**src/rtl/fu_seq_pkg.sv**
```systemverilog
// Shared opcode, FunctionalUnit select and state definitions for the FunctionalUnit op sequencer.
package fu_seq_pkg;

  typedef enum logic [1:0] {
    S_IDLE,
    S_EXEC,
    S_SHIFT,
    S_DONE
  } state_t;

  localparam logic [3:0] OP_PASS_A = 4'b1000;
  localparam logic [3:0] OP_PASS_B = 4'b1001;
  localparam logic [3:0] OP_SHL_N  = 4'b1010;
  localparam logic [3:0] OP_SHR_N  = 4'b1011;

  localparam logic [2:0] FS_SHL = 3'b110;
  localparam logic [2:0] FS_SHR = 3'b111;

  function automatic logic op_illegal(input logic [3:0] op);
    return op[3:2] == 2'b11;
  endfunction

  function automatic logic op_is_shift_n(input logic [3:0] op);
    return (op == OP_SHL_N) || (op == OP_SHR_N);
  endfunction

endpackage

```
**src/rtl/fu_op_sequencer.sv**
```systemverilog
// Multi-cycle controller for the FunctionalUnit: single-pass ops, pass-through,
// and shift-by-N built from repeated single-bit shifts through an accumulator.
module fu_op_sequencer
  import fu_seq_pkg::*;
#(
  parameter int NBIT  = 16,
  parameter int CNT_W = 4
) (
  input  logic            clk,
  input  logic            rst_n,
  input  logic            cmd_valid,
  output logic            cmd_ready,
  input  logic [3:0]      cmd_op,
  input  logic [NBIT-1:0] cmd_a,
  input  logic [NBIT-1:0] cmd_b,
  output logic [2:0]      fu_fs,
  output logic [NBIT-1:0] fu_a,
  output logic [NBIT-1:0] fu_b,
  output logic            fu_a_thru,
  output logic            fu_b_thru,
  input  logic [NBIT-1:0] fu_out,
  input  logic            fu_zero,
  output logic            res_valid,
  input  logic            res_ready,
  output logic [NBIT-1:0] res_data,
  output logic            res_zero,
  output logic            res_err
);

  state_t           r_state;
  logic [3:0]       r_op;
  logic [NBIT-1:0]  r_a;
  logic [NBIT-1:0]  r_b;
  logic [NBIT-1:0]  r_acc;
  logic [CNT_W-1:0] r_cnt;
  logic             r_cmd_ready;
  logic             r_res_valid;
  logic [NBIT-1:0]  r_res_data;
  logic             r_res_zero;
  logic             r_res_err;
  logic             w_accept;

  assign w_accept  = cmd_valid && r_cmd_ready;
  assign cmd_ready = r_cmd_ready;
  assign res_valid = r_res_valid;
  assign res_data  = r_res_data;
  assign res_zero  = r_res_zero;
  assign res_err   = r_res_err;

  always_ff @(posedge clk or negedge rst_n) begin
    if (!rst_n) begin
      r_state     <= S_IDLE;
      r_op        <= '0;
      r_a         <= '0;
      r_b         <= '0;
      r_acc       <= '0;
      r_cnt       <= '0;
      r_cmd_ready <= 1'b1;
      r_res_valid <= 1'b0;
      r_res_data  <= '0;
      r_res_zero  <= 1'b0;
      r_res_err   <= 1'b0;
    end else begin
      case (r_state)
        S_IDLE: begin
          if (w_accept) begin
            r_op        <= cmd_op;
            r_a         <= cmd_a;
            r_b         <= cmd_b;
            r_acc       <= cmd_a;
            r_cnt       <= cmd_b[CNT_W-1:0];
            r_cmd_ready <= 1'b0;
            if (op_illegal(cmd_op)) begin
              r_state     <= S_DONE;
              r_res_valid <= 1'b1;
              r_res_data  <= '0;
              r_res_zero  <= 1'b0;
              r_res_err   <= 1'b1;
            end else if (op_is_shift_n(cmd_op) && (cmd_b[CNT_W-1:0] != '0)) begin
              r_state <= S_SHIFT;
            end else begin
              r_state <= S_EXEC;
            end
          end
        end
        S_EXEC: begin
          r_res_data  <= fu_out;
          r_res_zero  <= fu_zero;
          r_res_err   <= 1'b0;
          r_res_valid <= 1'b1;
          r_state     <= S_DONE;
        end
        S_SHIFT: begin
          r_acc <= fu_out;
          r_cnt <= r_cnt - CNT_W'(1);
          if (r_cnt == CNT_W'(1)) begin
            r_res_data  <= fu_out;
            r_res_zero  <= fu_zero;
            r_res_err   <= 1'b0;
            r_res_valid <= 1'b1;
            r_state     <= S_DONE;
          end
        end
        S_DONE: begin
          if (res_ready) begin
            r_res_valid <= 1'b0;
            r_cmd_ready <= 1'b1;
            r_state     <= S_IDLE;
          end
        end
        default: r_state <= S_IDLE;
      endcase
    end
  end

  // FunctionalUnit drive decodes only registered state, so it is glitch-free and zero in reset.
  always_comb begin
    fu_fs     = '0;
    fu_a      = '0;
    fu_b      = '0;
    fu_a_thru = 1'b0;
    fu_b_thru = 1'b0;
    case (r_state)
      S_EXEC: begin
        fu_a = r_a;
        fu_b = r_b;
        if (!r_op[3]) begin
          fu_fs = r_op[2:0];
        end else if (r_op == OP_PASS_B) begin
          fu_b_thru = 1'b1;
        end else begin
          fu_a_thru = 1'b1;
        end
      end
      S_SHIFT: begin
        fu_a  = r_acc;
        fu_fs = (r_op == OP_SHL_N) ? FS_SHL : FS_SHR;
      end
      default: ;
    endcase
  end

endmodule

```
**config.mk**
```make
export PLATFORM = sky130hd
export DESIGN_NAME = fu_op_sequencer
export DESIGN_NICKNAME = d
export VERILOG_FILES = /design/src/rtl/fu_seq_pkg.sv /design/src/rtl/fu_op_sequencer.sv
export SDC_FILE = /design/constraint.sdc
export NUM_CORES = 1
export LEC_CHECK = 0
export CAP_MARGIN = 20
export CORE_ASPECT_RATIO = 1.75
export CORE_MARGIN = 5
export CORE_UTILIZATION = 50
export DETAILED_ROUTE_END_ITERATION = 6
export PLACE_DENSITY = 0.93
export SYNTH_ARGS = -nofsm -noshare
export SYNTH_HDL_FRONTEND = slang
export SYNTH_SLANG_ARGS = --single-unit
```
**constraint.sdc**
```tcl
create_clock -name clk -period 3.61 [get_ports clk]
set_input_delay 0.5415 -clock clk [delete_from_list [all_inputs] [get_ports clk]]
set_output_delay 0.5415 -clock clk [all_outputs]
set_load 0.01 [all_outputs]
```
==> summary.txt, run 1 <==
STA
  – Slew @ Worst Pin: between 0.9 and 1 ns
  – RSZ-0062 raised after global routing: false
  – Tcrit/Tclk final: 0.808
  – Fin. max-slew vios: 0
  – Final setup fails: 0
  – Max Fclk: between 0.3 and 0.4 GHz
  – Final Hold Viols: 0
  – Setup TNS: 0 ns
  – Slew margin rel.: 0.344
  – Final Critical Period: slightly below 3 ns
  – Setup Skew: between 0.007 and 0.008 ns
  – Hold WS: 0.353 ns

Hold path
  – Path type of the worst min-delay path: in2async

Power and ir drop
  – Cell leakage power: between 0.002 and 0.0025 µW
  – Worst-case vdd ir drop: between 0.0005 and 0.0006 V
  – Power Density: about 940 nW/µm²

Die
  – DIE AREA: a little under 10,000 µm²
  – Starting Density: 0.509
  – Die Y: between 100 and 150 µm
  – Core area: 7570 µm²
  – Horiz. Die Dim: ~76 µm
  – # IOs: roughly 110
  – Row cnt: 42

Routing
  – Antenna viol nets, final: 0
  – Drt drc: 0
  – Total Wirelength: roughly 11,000 µm
  – Vias: approximately 3,500
  – WL/cell: approximately 17 µm
  – Drt first pass iters: 4
  – Vias per cell: between 5 and 6
  – Starting DRT DRC Count: about 230

Worst setup path
  – Arrival time at the worst endpoint: roughly 2.4 ns
  – Worst setup EP type: primary output
  – Critical Path RT: between 3 and 4 ns
  – Critical path launch point type: flop
  – Crit Path Max Fanout: 32
  – Path type of the worst setup path: reg2out

Synth
  – Post-synthesis sequential area ratio: 0.507
  – Post-Syn Area: around 3800 µm²
  – Syn Area/Cell: 8.87 µm²
  – Post-Syn Instances: between 400 and 500
  – Syn Nets: 497
  – Async SR Flop Fraction: 1.00
  – Synth warn: 0
  – Synth unique cells: 41
  – Synth Register Bits: about 80
  – Dominant synthesized flop cell: dfrtp_1
  – Post-synth EDFFs: 0

GRT
  – GR Overflow Total: 0
  – Vias in the first global route: ~3,700
  – Initial antenna violation count: 1
  – GRT Util Overall: 0.226
  – First-pass GRT wire length: roughly 18,000 µm
  – Largest net degree at the start of global routing: 79

Placement
  – DP Cell Count: around 600
  – Port bufs: around 110
  – HPWL after DPL: approximately 7800 µm
  – Gpl congestion: about 0.89
  – Post-DP Area: approximately 5000 µm²

Clock tree
  – Post-CTS setup buffer count: 0
  – Post_cts resized: 0
  – CTS tree: done
  – Cts hold-fix bufs: 0
  – Sinks on Clock Net: 78
  – Clk pin slew, worst setup/hold paths: about 0.060 ns
  – CTS Buf Count: 9
  – H-tree depth: 3
  – Root buffer cell: clkbuf_16
  – Worst-Skew Late Latency: between 0.3 and 0.4 ns
  – Clock buffer depth: 2

Run
  – # Max-Cap Violations: 0

Cells and area
  – Fraction of layout cells with a size suffix above 1: 0.0645
  – Layout area overhead: 37.6%
  – Fill count: just under 600
  – Final instance area: between 5000 and 6000 µm²
  – Final #Nets: approximately 600
  – Fin cells: roughly 630

Status
  – Outcome: finished clean
-- metal layers --
metal  vias to the layer above  track usage  wire, µm
li1                       1651            -         -
met2                       137        0.401      5940
met1                      1690        0.244      3980
met4                         0        0.134       435
met3                        31       0.0450       586
met5                         -            0         0
-- worst paths after layout --
path                            cells past startpoint  slack (ns)         to       start
worst max-delay path                                5        0.69   fu_a[11]  r_state[0]
worst min-delay path                                1        0.35     r_b[1]       rst_n
worst max register to register                      7        1.16  r_acc[12]  r_state[1]
worst min register to register                      2        0.47     r_b[0]      r_b[0]
max in group asynchronous                           1        2.60     r_b[9]       rst_n
min in group clk                                    2        0.47     r_b[0]      r_b[0]
-- placed cells by master (no fill, tap or decap), drive strengths merged, types with 3 or more instances in the layout --
master and count:
inv 7, nor2b 21, mux2i 17, ha 6, buf 8, clkbuf 13, dfrtp 77, a21oi 27
clkinv 3, and2 17, nor2 24, a22oi 16, o21ai 41, clkdlybuf4s50 112, nand2 130
-- state kept, by name, indices dropped and copies added, names as in the netlist --
register,cells
cmd_ready,1
r_a,16
r_acc,16
r_b,16
r_cnt,4
r_op,4
r_state,2
res_data,16
res_err,1
res_valid,1
res_zero,1
-- cell families (layout without fill, tap and decap cells) --
group,count (synthesis),after routing,synth area share
adder cells (fa/ha/maj),6,6,0.0195
AO/OA/AOI/OAI,94,94,0.147
buffers and inverters,34,143,0.0452
other,0,1,0
multiplexers,18,18,0.0471
flip-flops,78,78,0.507
AND/OR/NAND/NOR,204,204,0.234
-- synth_stat cells, types with 2 or more instances --
| library cell | instances | area, µm² |
|---|---|---|
| a22oi_1 | 16 | 120 |
| inv_1 | 6 | 22.5 |
| buf_1 | 3 | 11.3 |
| dfrtp_1 | 77 | 1930 |
| and2_1 | 17 | 106 |
| o21ai_0 | 19 | 95.1 |
| nor4_1 | 2 | 12.5 |
| buf_6 | 3 | 33.8 |
| o22ai_1 | 2 | 12.5 |
| nor2b_1 | 21 | 131 |
| clkbuf_1 | 8 | 30.0 |
| nand3_1 | 2 | 10.0 |
| ha_1 | 6 | 75.1 |
| mux2i_1 | 17 | 170 |
| nand2_1 | 130 | 488 |
| o21ai_1 | 21 | 105 |
| a21oi_1 | 27 | 135 |
| nor2_1 | 24 | 90.1 |
| buf_4 | 3 | 22.5 |
| buf_2 | 9 | 45.0 |
-- per-stage QoR --
stage	total power (µW)	util	setup slack, ns
after floorplan	3130	-	1.57
after global routing	5340	0.700	0.592
final	4990	0.700	0.695
after global placement	4020	0.663	1.14
after detailed placement	4150	0.663	1.05
after CTS	5010	0.700	0.699
-- layout make-up --
| type | count | area (µm²) | area share |
|---|---|---|---|
| Antenna cell | 1 | 2.50 | 0.000472 |
| Clock inverter | 3 | 18.8 | 0.00354 |
| Clock buffer | 13 | 260 | 0.0491 |
| Inverter | 7 | 26.3 | 0.00496 |
| Tap cell | 88 | 110 | 0.0208 |
| Timing Repair Buffer | 120 | 1190 | 0.225 |
| Multi-Input combinational cell | 322 | 1730 | 0.327 |
| Sequential cell | 78 | 1950 | 0.369 |
-- critical path: stages, from the launching register on --
cell and delay (ns):
dfrtp_1 0.40, inv_1 0.08, ha_1 0.41, buf_4 0.34, nor2b_1 0.22, clkdlybuf4s50_1 0.59
-- report_power, final --
| part | internal [µW] | switching [µW] | total [µW] |
|---|---|---|---|
| clock network | 502 | 331 | 833 |
| registers | 1290 | 254 | 1540 |
| logic | 1170 | 1440 | 2610 |
| total | 2960 | 2020 | 4990 |
No activity file was read; power rests on OpenSTA's default activity.
==> run 2, diff against run 1 <==
--- a/config.mk
+++ b/config.mk
@@ -8,9 +8,9 @@
 export CAP_MARGIN = 20
 export CORE_ASPECT_RATIO = 1.75
 export CORE_MARGIN = 5
-export CORE_UTILIZATION = 50
+export CORE_UTILIZATION = 47
 export DETAILED_ROUTE_END_ITERATION = 6
-export PLACE_DENSITY = 0.93
+export PLACE_DENSITY = 0.89
 export SYNTH_ARGS = -nofsm -noshare
 export SYNTH_HDL_FRONTEND = slang
 export SYNTH_SLANG_ARGS = --single-unit
==> constraint.sdc (replaced) <==
create_clock -name clk -period 2.87 [get_ports clk]
set_input_delay 0.4305 -clock clk [delete_from_list [all_inputs] [get_ports clk]]
set_output_delay 0.4305 -clock clk [all_outputs]
set_load 0.01 [all_outputs]
==> summary.txt, run 2 (same netlist as run 1, synthesis figures left out) <==
Status
  – Outcome: finished clean (unchanged)

GRT
  – Initial antenna violation count: 0 (was 1)
  – First-pass GRT wire length: 17,400 µm (was 17,700 µm)
  – Largest net degree at the start of global routing: 79 (unchanged)
  – Vias in the first global route: 3,534 (was 3,743)
  – GRT Util Overall: 0.217 (was 0.226)
  – GR Overflow Total: 0 (unchanged)

Cells and area
  – Fraction of layout cells with a size suffix above 1: 0.0733 (was 0.0645)
  – Fin cells: 636 (was 632)
  – Register area: 1950 µm² (unchanged)
  – Layout area overhead: 40.3% (was 37.6%)
  – Footprint of the multi-input gates: 1740 µm² (was 1730 µm²)
  – Most frequent cells in the layout: 130 x nand2_1, 112 x clkdlybuf4s50_1, 77 x dfrtp_1 (unchanged)
  – Fill count: 620 (was 590)
  – Final core occ: 0.678 (was 0.700)
  – Commonest non-fill, non-tap cell in the layout: nand2_1 (unchanged)
  – Number of diodes: 0 (was 1)
  – Final #Nets: 604 (was 601)

Placement
  – Placement Setup Slack: 0.414 ns (was 1.05 ns)
  – DP Cell Count: 618 (was 615)
  – HPWL after DPL: 7690 µm (was 7820 µm)
  – Port bufs: 113 (unchanged)
  – Gpl congestion: 0.888 (was 0.890)

Clock tree
  – H-tree depth: 3 (unchanged)
  – Post-CTS setup buffer count: 0 (unchanged)
  – Clk pin slew, worst setup/hold paths: 0.06 ns (about the same)
  – Sinks on Clock Net: 78 (unchanged)
  – Worst-Skew Late Latency: 0.33 ns (about the same)
  – Root buffer cell: clkbuf_16 (unchanged)
  – CTS tree: done (unchanged)
  – CTS Buf Count: 9 (unchanged)
  – Clock buffer depth: 2 (unchanged)

STA
  – Hold WS: 0.461 ns (was 0.353 ns)
  – Slew margin rel.: 0.545 (was 0.344)
  – Tcrit/Tclk final: 0.961
  – Slew @ Worst Pin: 0.683 ns (was 0.984 ns)
  – Final Hold Viols: 0 (unchanged)
  – Final setup fails: 0 (unchanged)
  – Setup Skew: 0.00621 ns (was 0.00713 ns)
  – Fin. max-slew vios: 0 (unchanged)
  – Final Critical Period: about 2.8 ns
  – Max Fclk: around 0.36 GHz
  – Fin worst setup slack: 0.113 ns (was 0.695 ns)

Die
  – Starting Density: 0.484 (was 0.509)
  – Core area: 7960 µm² (was 7570 µm²)
  – Row cnt: 43 (was 42)
  – Horiz. Die Dim: 78.4 µm (was 76.3 µm)
  – # IOs: 114 (unchanged)
  – Die Y: 130 µm (was 126 µm)
  – DIE AREA: 10,200 µm² (was 9620 µm²)

Run
  – # Max-Cap Violations: 0 (unchanged)

Hold path
  – Path type of the worst min-delay path: in2async (unchanged)

Worst setup path
  – Flop-to-flop setup slack: 0.45 ns (was 1.16 ns)
  – Critical Path RT: 2.44 ns (was 3.07 ns)
  – Crit Path Max Fanout: 7 (was 32)
  – Worst Reg2Reg Path Length in Cells: 8 (was 7)
  – Origin of the critical flop-to-flop path: r_state[0] (was r_state[1])
  – Worst setup EP type: primary output (unchanged)
  – Reg2reg end: r_acc[0] (was r_acc[12])
  – Arrival time at the worst endpoint: 2.33 ns (was 2.37 ns)
  – Critical path launch point type: flop (unchanged)
  – Path type of the worst setup path: reg2out (unchanged)

Routing
  – Drt drc: 0 (unchanged)
  – Vias: 3,466 (was 3,509)
  – Antenna viol nets, final: 0 (unchanged)
  – Drt first pass iters: 5 (was 4)
  – Starting DRT DRC Count: 289 (was 229)
  – Total Wirelength: 10,700 µm (was 10,900 µm)
  – WL/cell: 16.8 µm (was 17.3 µm)
  – Vias per cell: 5.45 (was 5.55)

Power and ir drop
  – Power Density: 1200 nW/µm² (was 941 nW/µm²)
  – Cell leakage power: 0.00237 µW (was 0.00234 µW)
  – Worst-case vdd ir drop: 0.000618 V (was 0.000522 V)
  – Total power: 6460 µW (was 4990 µW)
## run 2: cell count changes in the layout (fill, tap and decap cells not counted), sizes merged
cell and delta:
dlygate4sd3 +1, clkinvlp +1, diode -1, bufinv +2, buf +2, inv +2
clkinv -2, clkbuf -3
## run 2: how the worst max path moves through the flow
stage,from,end,slack [ns],depth (start not counted)
2_1_floorplan,r_state[0],fu_fs[0],0.94,6
3_3_place_gp,r_state[0],fu_a[15],0.40,5
3_5_place_dp,r_state[0],fu_a[6],0.41,5
4_1_cts,r_state[0],fu_a[6],0.04,5
5_1_grt,r_state[1],fu_fs[0],-0.003,6
6_report,r_state[1],fu_fs[0],0.11,6
## run 2: area by class of cell
class / instances / share of cell area
Clock buffer: 10 / 0.0424
Multi-Input combinational cell: 322 / 0.322
Inverter: 7 / 0.00487
Timing Repair Buffer: 123 / 0.231
Sequential cell: 78 / 0.362
Clock inverter: 6 / 0.0174
Tap cell: 90 / 0.0209
## run 2: critical path: stages (launching register included)
cell and delay (ns):
dfrtp_1 0.42, inv_1 0.13, ha_2 0.29, nor2b_1 0.25, nand2_1 0.08, a21boi_0 0.23, clkdlybuf4s50_1 0.59
## run 2: layer usage
layer,global-route usage,share of wire,vias to the layer above
met5,0,0,-
met2,0.402,0.54,129
met3,0.0235,0.048,20
met4,0.112,0.029,0
li1,-,-,1661
met1,0.244,0.38,1656
## run 2: power breakdown
group | switching, µW | internal (µW)
Combinational | 1790 | 1510
Sequential | 318 | 1620
Clock | 453 | 769
## run 2: repair_timing
item / 4_1_cts / 5_1_grt
hold endpoints to repair: 0 / 4
hold buffers: 0 / 1
endpoints found under the setup margin: 0 / 20
gates resized for setup: 0 / 4
## run 2: through the flow
stage	setup TNS, ns	area (µm²)
global route	-0.00301	5400
detailed placement	0	5030
global placement	0	5030
floorplan	0	3850
CTS	0	5350
finish	0	5400
==> run 3, diff against run 2 <==
--- a/config.mk
+++ b/config.mk
@@ -7,10 +7,10 @@
 export LEC_CHECK = 0
 export CAP_MARGIN = 20
 export CORE_ASPECT_RATIO = 1.75
-export CORE_MARGIN = 5
-export CORE_UTILIZATION = 47
+export CORE_MARGIN = 2
+export CORE_UTILIZATION = 50
 export DETAILED_ROUTE_END_ITERATION = 6
-export PLACE_DENSITY = 0.89
+export PLACE_DENSITY = 0.93
 export SYNTH_ARGS = -nofsm -noshare
 export SYNTH_HDL_FRONTEND = slang
 export SYNTH_SLANG_ARGS = --single-unit
==> constraint.sdc (replaced) <==
create_clock -name clk -period 3.2 [get_ports clk]
set_input_delay 0.48 -clock clk [delete_from_list [all_inputs] [get_ports clk]]
set_output_delay 0.48 -clock clk [all_outputs]
set_load 0.01 [all_outputs]
==> summary.txt, run 3 (same netlist as run 1, synthesis figures left out) <==
STA
  – Setup Skew: 0.00653 ns (was 0.00621 ns)
  – RSZ-0062 raised after global routing: false
  – Tcrit/Tclk final: 0.907
  – Max Fclk: around 0.34 GHz
  – Fin worst setup slack: 0.296 ns (was 0.113 ns)
  – Final Hold Viols: 0 (unchanged)
  – Final setup fails: 0 (unchanged)
  – Slew margin rel.: 0.354 (was 0.545)
  – Setup TNS: 0 ns (unchanged)
  – Slew @ Worst Pin: 0.969 ns (was 0.683 ns)
  – Final Critical Period: 2.90 ns
  – Fin. max-slew vios: 0 (unchanged)

Clock tree
  – Post_cts resized: 0 (unchanged)
  – Sinks on Clock Net: 78 (unchanged)
  – H-tree depth: 3 (unchanged)
  – Root buffer cell: clkbuf_16 (unchanged)
  – Clock buffer depth: 2 (unchanged)
  – CTS Buf Count: 9 (unchanged)
  – CTS tree: done (unchanged)
  – Clk pin slew, worst setup/hold paths: 0.06 ns (about the same)
  – Post-CTS setup buffer count: 0 (unchanged)
  – Cts hold-fix bufs: 0 (unchanged)
  – Worst-Skew Late Latency: 0.34 ns (was 0.33 ns)

Cells and area
  – Commonest non-fill, non-tap cell in the layout: nand2_1 (unchanged)
  – Fraction of layout cells with a size suffix above 1: 0.0699 (was 0.0733)
  – Final #Nets: 602 (was 604)
  – Most frequent cells in the layout: 130 x nand2_1, 112 x clkdlybuf4s50_1, 77 x dfrtp_1 (unchanged)
  – Layout area overhead: 40.4% (was 40.3%)
  – Number of diodes: 0 (unchanged)

Hold path
  – Path type of the worst min-delay path: in2async (unchanged)

Routing
  – WL/cell: 17.3 µm (was 16.8 µm)
  – Starting DRT DRC Count: 380 (was 289)
  – Drt first pass iters: 5 (unchanged)
  – Drt drc: 0 (unchanged)
  – Vias per cell: 5.62 (was 5.45)
  – Vias: 3,552 (was 3,466)
  – Total Wirelength: 10,900 µm (was 10,700 µm)
  – Antenna viol nets, final: 0 (unchanged)

Power and ir drop
  – P_int: 3670 µW (was 3900 µW)
  – Reg power frac: 0.291 (was 0.300)
  – Worst-case vdd ir drop: 0.000616 V (was 0.000618 V)
  – Cell leakage power: 0.00239 µW (was 0.00237 µW)
  – Power Density: 1110 nW/µm² (was 1200 nW/µm²)
  – Combinational power share: 0.496 (was 0.511)
  – Switching share of power: 0.389 (was 0.397)
  – Clock Power Share: 0.213 (was 0.189)
  – NetSw: 2340 µW (was 2560 µW)

Worst setup path
  – Arrival time at the worst endpoint: 2.42 ns (was 2.33 ns)
  – Worst Reg2Reg Path Length in Cells: 7 (was 8)
  – Critical Path RT: 2.72 ns (was 2.44 ns)
  – Worst setup EP type: primary output (unchanged)
  – Crit Path Max Fanout: 22 (was 7)
  – Path type of the worst setup path: reg2out (unchanged)
  – Critical path launch point type: flop (unchanged)

Die
  – Starting Density: 0.512 (was 0.484)
  – Row cnt: 42 (was 43)
  – Core area: 7510 µm² (was 7960 µm²)
  – # IOs: 114 (unchanged)
  – Horiz. Die Dim: 70.3 µm (was 78.4 µm)
  – DIE AREA: 8450 µm² (was 10,200 µm²)
  – Die Y: 120 µm (was 130 µm)

Run
  – # Max-Cap Violations: 0 (unchanged)

GRT
  – Vias in the first global route: 3,737 (was 3,534)
  – GRT Util Overall: 0.271 (was 0.217)
  – Initial antenna violation count: 0 (unchanged)
  – Largest net degree at the start of global routing: 79 (unchanged)
  – First-pass GRT wire length: 17,800 µm (was 17,400 µm)
  – GR Overflow Total: 0 (unchanged)

Placement
  – HPWL after DPL: 7510 µm (was 7690 µm)
  – Port bufs: 113 (unchanged)
  – Placement Setup Slack: 0.681 ns (was 0.414 ns)
  – Gpl congestion: 0.869 (was 0.888)

Status
  – Outcome: finished clean (unchanged)
-- run 3: cell count changes in the layout (fill, tap and decap cells not counted), sizes merged --
cell / previous run / this run
bufinv: 2 / 4
inv: 9 / 7
buf: 10 / 9
clkbuf: 10 / 11
clkinvlp: 1 / 0
dlygate4sd3: 1 / 0
-- run 3: routing by layer --
layer,vias to the layer above,part of all wire,wire length [µm],GRT usage
met2,171,0.54,5890,0.468
met3,35,0.058,628,0.0655
met4,0,0.038,411,0.148
met5,-,0,0,0
li1,1649,-,-,-
met1,1697,0.37,3990,0.300
-- run 3: path summary, 6_finish.rpt --
check | startpoint | slack (ns) | endpoint
hold reg to reg | r_b[11] | 0.47 | r_b[11]
setup reg to reg | r_state[0] | 0.75 | r_cnt[1]
setup / recovery | r_state[0] | 0.30 | fu_a[13]
min in group clk | r_b[11] | 0.47 | r_b[11]
hold / removal | rst_n | 0.30 | r_b[3]
max in group asynchronous | rst_n | 2.28 | r_acc[5]
-- run 3: final cells by class --
type,instances,area [µm²]
multi-input combinational,322,1730
timing repair buffer,121,1200
clock buffer,11,253
clock inverter,5,129
tap,88,110
inverter,7,26.3
sequential,78,1950
fill,526,2110
-- run 3: power by group through the flow --
stage,Clock (µW),Sequential (µW),Combinational [µW]
after floorplan,0,1710,1820
after global placement,0,1710,2830
after detailed placement,0,1750,2950
after CTS,1290,1740,2990
after global routing,1330,1790,3270
final,1280,1750,2980
-- run 3: worst max-delay path, stage by stage, from the launching register on --
cell and delay (ns):
dfrtp_1 0.42, inv_1 0.10, ha_2 0.48, buf_12 0.25, a22oi_1 0.12, nor2b_1 0.16, clkdlybuf4s50_1 0.55
-- run 3: through the flow --
| stage | power (µW) | area, µm² | cells | hold slack (ns) | util |
|---|---|---|---|---|---|
| 2_1_floorplan | 3530 | 3850 | 434 | 0.184 | - |
| 3_3_place_gp | 4550 | 5020 | 616 | 0.450 | 0.669 |
| 3_5_place_dp | 4700 | 5020 | 616 | 0.460 | 0.669 |
| 4_1_cts | 6020 | 5410 | 632 | 0.334 | 0.719 |
| 5_1_grt | 6390 | 5410 | 632 | 0.386 | 0.719 |
| 6_report | 6010 | 5410 | 632 | 0.295 | 0.719 |
